===== config.mk =====
export PLATFORM = sky130hd
export DESIGN_NAME = serial_adder
export DESIGN_NICKNAME = d
export VERILOG_FILES = /design/src/rtl/serial_adder_pkg.sv /design/src/rtl/full_adder.sv /design/src/rtl/serial_adder.sv
export SDC_FILE = /design/constraint.sdc
export NUM_CORES = 1
export LEC_CHECK = 0
export ABC_AREA = 1
export ABC_CLOCK_PERIOD_IN_PS = 3000
export CAP_MARGIN = 20
export CORE_UTILIZATION = 53
export DETAILED_ROUTE_END_ITERATION = 8
export GPL_ROUTABILITY_DRIVEN = 0
export PLACE_DENSITY = 0.9
export SYNTH_ARGS = -nofsm -noshare
export SYNTH_HDL_FRONTEND = slang
export SYNTH_SLANG_ARGS = --single-unit

===== constraint.sdc =====
create_clock -name CLKIN -period 3 [get_ports CLKIN]
set_clock_uncertainty 0.05 [all_clocks]
set_input_delay 0.3 -clock CLKIN [delete_from_list [all_inputs] [get_ports CLKIN]]
set_output_delay 0.3 -clock CLKIN [all_outputs]
set_load 0.05 [all_outputs]

===== src/rtl/serial_adder_pkg.sv =====
// Shared definitions for the bit-serial adder.
//   state_e       : controller states (idle / running / result held)
//   DefaultWidth  : default operand and result width in bits
package serial_adder_pkg;

  typedef enum logic [1:0] {
    StIdle = 2'd0,
    StRun  = 2'd1,
    StDone = 2'd2
  } state_e;

  localparam int unsigned DefaultWidth = 8;

endpackage


===== src/rtl/full_adder.sv =====
// Combinational 1-bit full adder.
//   I0, I1 : addend bits
//   CIN    : carry in
//   O      : sum bit
//   COUT   : carry out
module full_adder (
  input  logic I0,
  input  logic I1,
  input  logic CIN,
  output logic O,
  output logic COUT
);

  logic p;

  assign p    = I0 ^ I1;
  assign O    = p ^ CIN;
  assign COUT = (I0 & I1) | (CIN & p);

endmodule


===== src/rtl/serial_adder.sv =====
// Bit-serial unsigned adder: one bit per clock, LSB first, through a single full adder.
//   CLKIN     : clock, rising edge
//   RESETN    : asynchronous active-low reset
//   I0, I1    : operands, sampled on accept
//   CIN       : carry in, sampled on accept
//   IN_VALID  : operands valid
//   IN_READY  : block idle and able to accept
//   O, COUT   : sum and carry out (valid while OUT_VALID)
//   OUT_VALID : result valid
//   OUT_READY : consumer takes the result
module serial_adder
  import serial_adder_pkg::*;
#(
  parameter int unsigned WIDTH = DefaultWidth
) (
  input  logic             CLKIN,
  input  logic             RESETN,
  input  logic [WIDTH-1:0] I0,
  input  logic [WIDTH-1:0] I1,
  input  logic             CIN,
  input  logic             IN_VALID,
  output logic             IN_READY,
  output logic [WIDTH-1:0] O,
  output logic             COUT,
  output logic             OUT_VALID,
  input  logic             OUT_READY
);

  localparam int unsigned CntW = (WIDTH > 1) ? $clog2(WIDTH) : 1;
  localparam logic [CntW-1:0] CntLast = CntW'(WIDTH - 1);

  state_e           state_q, state_d;
  logic [WIDTH-1:0] a_q, a_d;
  logic [WIDTH-1:0] b_q, b_d;
  logic [WIDTH-1:0] res_q, res_d;
  logic             carry_q, carry_d;
  logic [CntW-1:0]  cnt_q, cnt_d;

  logic fa_sum;
  logic fa_cout;

  full_adder u_full_adder (
    .I0   (a_q[0]),
    .I1   (b_q[0]),
    .CIN  (carry_q),
    .O    (fa_sum),
    .COUT (fa_cout)
  );

  always_comb begin
    state_d = state_q;
    a_d     = a_q;
    b_d     = b_q;
    res_d   = res_q;
    carry_d = carry_q;
    cnt_d   = cnt_q;
    unique case (state_q)
      StIdle: begin
        if (IN_VALID) begin
          a_d     = I0;
          b_d     = I1;
          carry_d = CIN;
          cnt_d   = '0;
          state_d = StRun;
        end
      end
      StRun: begin
        a_d     = a_q >> 1;
        b_d     = b_q >> 1;
        // Sum bit enters at the MSB so the LSB-first result lands aligned after WIDTH shifts.
        res_d   = (res_q >> 1) | (WIDTH'(fa_sum) << (WIDTH - 1));
        carry_d = fa_cout;
        cnt_d   = cnt_q + 1'b1;
        if (cnt_q == CntLast) begin
          state_d = StDone;
        end
      end
      StDone: begin
        if (OUT_READY) begin
          state_d = StIdle;
        end
      end
      default: state_d = StIdle;
    endcase
  end

  always_ff @(posedge CLKIN or negedge RESETN) begin
    if (!RESETN) begin
      state_q <= StIdle;
      a_q     <= '0;
      b_q     <= '0;
      res_q   <= '0;
      carry_q <= 1'b0;
      cnt_q   <= '0;
    end else begin
      state_q <= state_d;
      a_q     <= a_d;
      b_q     <= b_d;
      res_q   <= res_d;
      carry_q <= carry_d;
      cnt_q   <= cnt_d;
    end
  end

  assign IN_READY  = (state_q == StIdle);
  assign OUT_VALID = (state_q == StDone);
  assign O         = res_q;
  assign COUT      = carry_q;

endmodule


Word level (Yosys, flattened, before mapping)
Cells that the tools add are included.
{"block": "totals", "register_bits": 30, "inputBits": 21, "ramBits": 0, "latchBits": 0, "n_memories": 0, "rom_bits": 0}
{"block": "op_classes", "reduce_logical": 4, "mux": 12, "multipliers": 0, "order_cmp": 0, "n_eq_ne": 6, "bitwise_logic": 6, "n_shift": 0, "div": 0, "n_addsub": 1}
{"cell": "one-hot mux 8 bit (2 select lines)", "n": 2}
{"cell": "two-way mux 8 bit", "n": 2}
{"cell": "bitwise OR 7 x 8 -> 8 bit", "n": 1}
{"cell": "two-way mux 2 bit", "n": 3}
{"cell": "one-hot mux 2 bit (3 select lines)", "n": 1}
{"cell": "one-hot mux 3 bit (2 select lines)", "n": 1}
{"cell": "inequality test 2 bit (second input constant)", "n": 2}
{"cell": "adder 3 x 1 -> 3 bit (second input constant)", "n": 1}
{"cell": "equality test 3 bit (second input constant)", "n": 1}
{"cell": "two-way mux 3 bit", "n": 1}
{"cell": "AND reduction 3 bit", "n": 1}
{"cell": "AND 1 bit", "n": 2}
{"cell": "equality test 2 x 1 -> 1 bit (second input constant)", "n": 1}
{"cell": "equality test 2 bit (second input constant)", "n": 1}
{"cell": "logical NOT 2 bit", "n": 1}
{"cell": "inequality test 2 x 1 -> 1 bit (second input constant)", "n": 1}
{"cell": "one-hot mux 1 bit (2 select lines)", "n": 1}
{"cell": "AND reduction 2 bit", "n": 1}
{"cell": "nonzero test 2 bit", "n": 1}
{"cell": "bitwise XOR 1 bit", "n": 2}
{"cell": "two-way mux 1 bit", "n": 1}
{"cell": "bitwise OR 1 bit", "n": 1}

Logic depth before layout (Yosys ltp)
{"block": "logic_depth", "depth_word": 4, "ltp_mapped": 7, "mapped_depth_nobuf": 6}

Hierarchy
Synthesis repeated with hierarchy kept, for this count alone.
{"block": "hier_totals", "cells_unflattened": 190, "area_unflattened_um2": 1485.2}
{"mod": "serial_adder", "n_inst": 1, "cells_per_inst": 189, "area_per_inst_um2": 1465.2}
{"mod": "full_adder", "n_inst": 1, "cells_per_inst": 1, "area_per_inst_um2": 20.0}

Worst setup path before layout
Ideal clock, no wire load.
{"block": "synth_timing", "path_type": "register -> register", "start": "register state_q[0]", "end": "register a_q[7]", "path_stages_with_launch": 5, "t_arrival_ns": 1.511, "setup_time_ns": 0.083, "slack_ns": 1.356, "cell_sequence": "dfrtp_1 buf_2 nor2_1 nand3_1 o21ai_0"}
{"block": "synth_between", "elab_chain_cells": 3, "elab_cells_between_ends": 6}
{"element": "start: declaration", "line": "serial_adder.sv:32", "rtl": "state_e state_q, state_d;"}
{"element": "start signal: assignment", "line": "serial_adder.sv:89", "rtl": "state_q <= StIdle;"}
{"element": "start signal: assignment", "line": "serial_adder.sv:96", "rtl": "state_q <= state_d;"}
{"element": "logical NOT 2 bit (*)"}
{"element": "net IN_READY", "line": "serial_adder.sv:22", "rtl": "output logic IN_READY,"}
{"element": "inequality test 2 bit (no line) or nonzero test 2 bit (tied branches)"}
{"element": "AND reduction 2 bit (no line)"}
{"element": "end signal: assignment", "line": "serial_adder.sv:90", "rtl": "a_q <= '0;"}
{"element": "end signal: assignment", "line": "serial_adder.sv:97", "rtl": "a_q <= a_d;"}
{"element": "end: declaration", "line": "serial_adder.sv:33", "rtl": "logic [WIDTH-1:0] a_q, a_d;"}
The timed path passes the listed nets; every way through them passes the cells marked *.
A chain may end at the register's enable or synchronous reset.

Final worst setup path
{"block": "layout_timing", "start": "register state_q[0]", "end": "output port IN_READY"}
{"block": "layout_between", "elab_chain_cells": 1}
{"element": "logical NOT 2 bit", "line": "serial_adder.sv:105", "rtl": "assign IN_READY = (state_q == StIdle);"}
{"element": "end: declaration", "line": "serial_adder.sv:22"}
No other way between the ends.

==> impl_results.md <==
* Peak supply drop at 0.7010 mV
* Drt wl/cell at 11.58 um
* Via density at 4.921
* Post-synthesis area per instance at 7.711 um2
* Synthesized instance count at 190
* Initial DRT Pass Iterations at 4
* Critical Path Fanout Max at 22
* H-tree levels at 2
* Latest clock arrival within the worst-skew pair at 0.32 ns
* Fin. max-slew vios at 0
* YS warnings at 0
* Core Region at 2545 um2
* DIE AREA at 2978 um2
* Port bufs at 31
* Register area share after synthesis at 51.24%
* Clk root buf: clkbuf_4
* Cts hold-fix bufs at 0
* First-pass GRT wire length at 4919 um
* Final Hold Slack at 0.2951 ns
* Final Cycle Share at 81.96%
* Diode count at 0
* Fin crit period at 2.459 ns
* RSZ-0062 raised after global routing: no
* Final core utilization at 72.17%
* Post-synth top area cell: dfrtp_1
* Crit-path leading delay family: buffers and inverters
* Worst relative slew slack at 51.01%
* Die H at 54.58 um
* DRT antenna net count at 0
* Critical path type: flip-flop to output pin
* Total number of vias at 1245
* Final net count at 246
* Least-Margin Pin Slew at 0.7349 ns
* Global route overflow at 0
* Worst reg-to-reg path cell count at 5
* Area growth, synth to finish at 25.36%
* DRC viols at 0
* Largest net degree at the start of global routing at 31
* Final HPWL DP at 2013 um
* Yosys cell types at 18
* Top Ports at 32
* Crit path depth at 2
* Fin Setup TNS at 0 ns
* Critical path buffers and inverters at 1
* Max-cap violations at 0
* Die X at 54.58 um
* Drt total wl at 2931 um
* Fillcell total at 186
* Post-cts sizing count at 0
* Most frequent cells in the layout: nand2_1 (78), inv_1 (34), clkdlybuf4s50_1 (31), dfrtp_1 (30), nand3_1 (18)
* Initial Util at 57.57%
* Total CTS buffers at 5
* Critical Path, Cell by Cell: nor2_1 > clkdlybuf4s50_1
* Share of cells above drive strength 1 at 6.278%
* Final setup vio count at 0
* WP data required at 2.65 ns
* Hold/Removal Path Class: input port to asynchronous set/reset pin
* Antenna violations before repair at 0
* Clock buffer depth at 2
* Commonest non-fill, non-tap cell in the layout: nand2_1
* CP arrival at 2.11 ns
* CP max stage delay at 0.84 ns
* CTS clk-pin slew, worst paths at 0.09 ns
* Vias in the first global route at 1103
* Setup bufs post-CTS at 0
* Syn Nets at 214
* Slowest CP cell: clkdlybuf4s50_1
* Pwr Density at 1045 nW/um2
* CTS tree: yes
* Worst Setup End Kind: output pin
* Post-synth top area share at 51.24%
* Synth Cell Area at 1465 um2
* Ranking of synthesized cells by area: dfrtp_1 (51%), nand2_1 (20%), inv_1 (8.7%)
* LEAKAGE at 1.012 nW
* FF+latch count, synth at 30
* Rows at 18
* CTS sink count at 30
* Final Hold Fails at 0
* 1st-iter DRT viols at 26
* Tot GR Track Use at 24.45%
* Critical path startpoint category: flip-flop
* Status: finished clean
* Fmax at 406.7 MHz
==> stage by stage <==
| stage | std cells | power, mW | setup slack (ns) | instance area, um2 |
|---|---|---|---|---|
| 2_1_floorplan | 190 | 1.411 | 1.356 | 1465 |
| 3_5_place_dp | 245 | 1.678 | 0.9111 | 1777 |
| 3_3_place_gp | 245 | 1.626 | 0.9263 | 1777 |
| 5_1_grt | 253 | 2.091 | 0.3888 | 1837 |
| 4_1_cts | 253 | 1.927 | 0.5468 | 1837 |
| 6_report | 253 | 1.920 | 0.5413 | 1837 |
==> kinds of logic (layout without fill, tap and decap cells) <==
group	after synthesis	in the layout	share of synthesized area, %
simple gates	103	103	29.12
buf+inv	43	76	12.38
flops	30	30	51.24
compound gates	11	11	4.185
fa+ha+maj	3	3	3.074
==> registers in the layout, indices dropped and copies added (netlist names) <==
| name | flops |
|---|---|
| COUT | 1 |
| O | 8 |
| a_q | 8 |
| b_q | 8 |
| cnt_q | 3 |
| state_q | 2 |
==> where the power goes <==
| part | internal, mW | switching (mW) | total, mW |
|---|---|---|---|
| combinational | 0.329 | 0.618 | 0.947 |
| clock | 0.113 | 0.133 | 0.246 |
| sequential | 0.589 | 0.138 | 0.727 |
==> worst register-to-register path: stages (launching register included) <==
cell and delay, ns:
dfrtp_1 0.83, nand2_4 0.31, nand2_4 0.29, inv_4 0.14
nand2_1 0.10, nand2_1 0.05
==> cell usage after synthesis <==
cell,instances
nand2_4,2
nand2_2,1
buf_4,1
inv_1,34
inv_4,1
dfrtp_1,30
nor2_1,4
nand3_1,18
nand2_1,78
fa_1,1
a21oi_2,1
buf_6,1
inv_2,1
o31ai_1,1
o21ai_0,8
a21oi_1,1
buf_2,5
ha_1,2
==> final timing paths <==
| check | from | end | slack [ns] |
|---|---|---|---|
| max in group asynchronous | RESETN | b_q[2] | 2.32 |
| min | RESETN | O[4] | 0.30 |
| max | state_q[0] | IN_READY | 0.54 |
| max reg2reg | state_q[0] | b_q[3] | 1.11 |
| min in group CLKIN | b_q[2] | b_q[2] | 0.44 |
| min reg2reg | b_q[2] | b_q[2] | 0.44 |
==> final cells by class <==
class | instances | area [um2] | area share [%]
Tap cell | 30 | 37.54 | 2.044
Clock inverter | 1 | 5.005 | 0.2725
Clock buffer | 7 | 55.05 | 2.997
Multi-Input combinational cell | 117 | 533.0 | 29.02
Inverter | 36 | 137.6 | 7.493
Timing Repair Buffer | 32 | 317.8 | 17.30
Sequential cell | 30 | 750.7 | 40.87
==> routing by layer <==
metal / track usage (%) / up-vias / share of wire [%]
met1: 30.63 / 576 / 44
met2: 38.01 / 31 / 48
met3: 6.389 / 11 / 4.1
li1: - / 627 / -
met4: 14.10 / 0 / 3.4
met5: 0 / - / 0
Note: power is estimated with default switching activity, not from simulation.
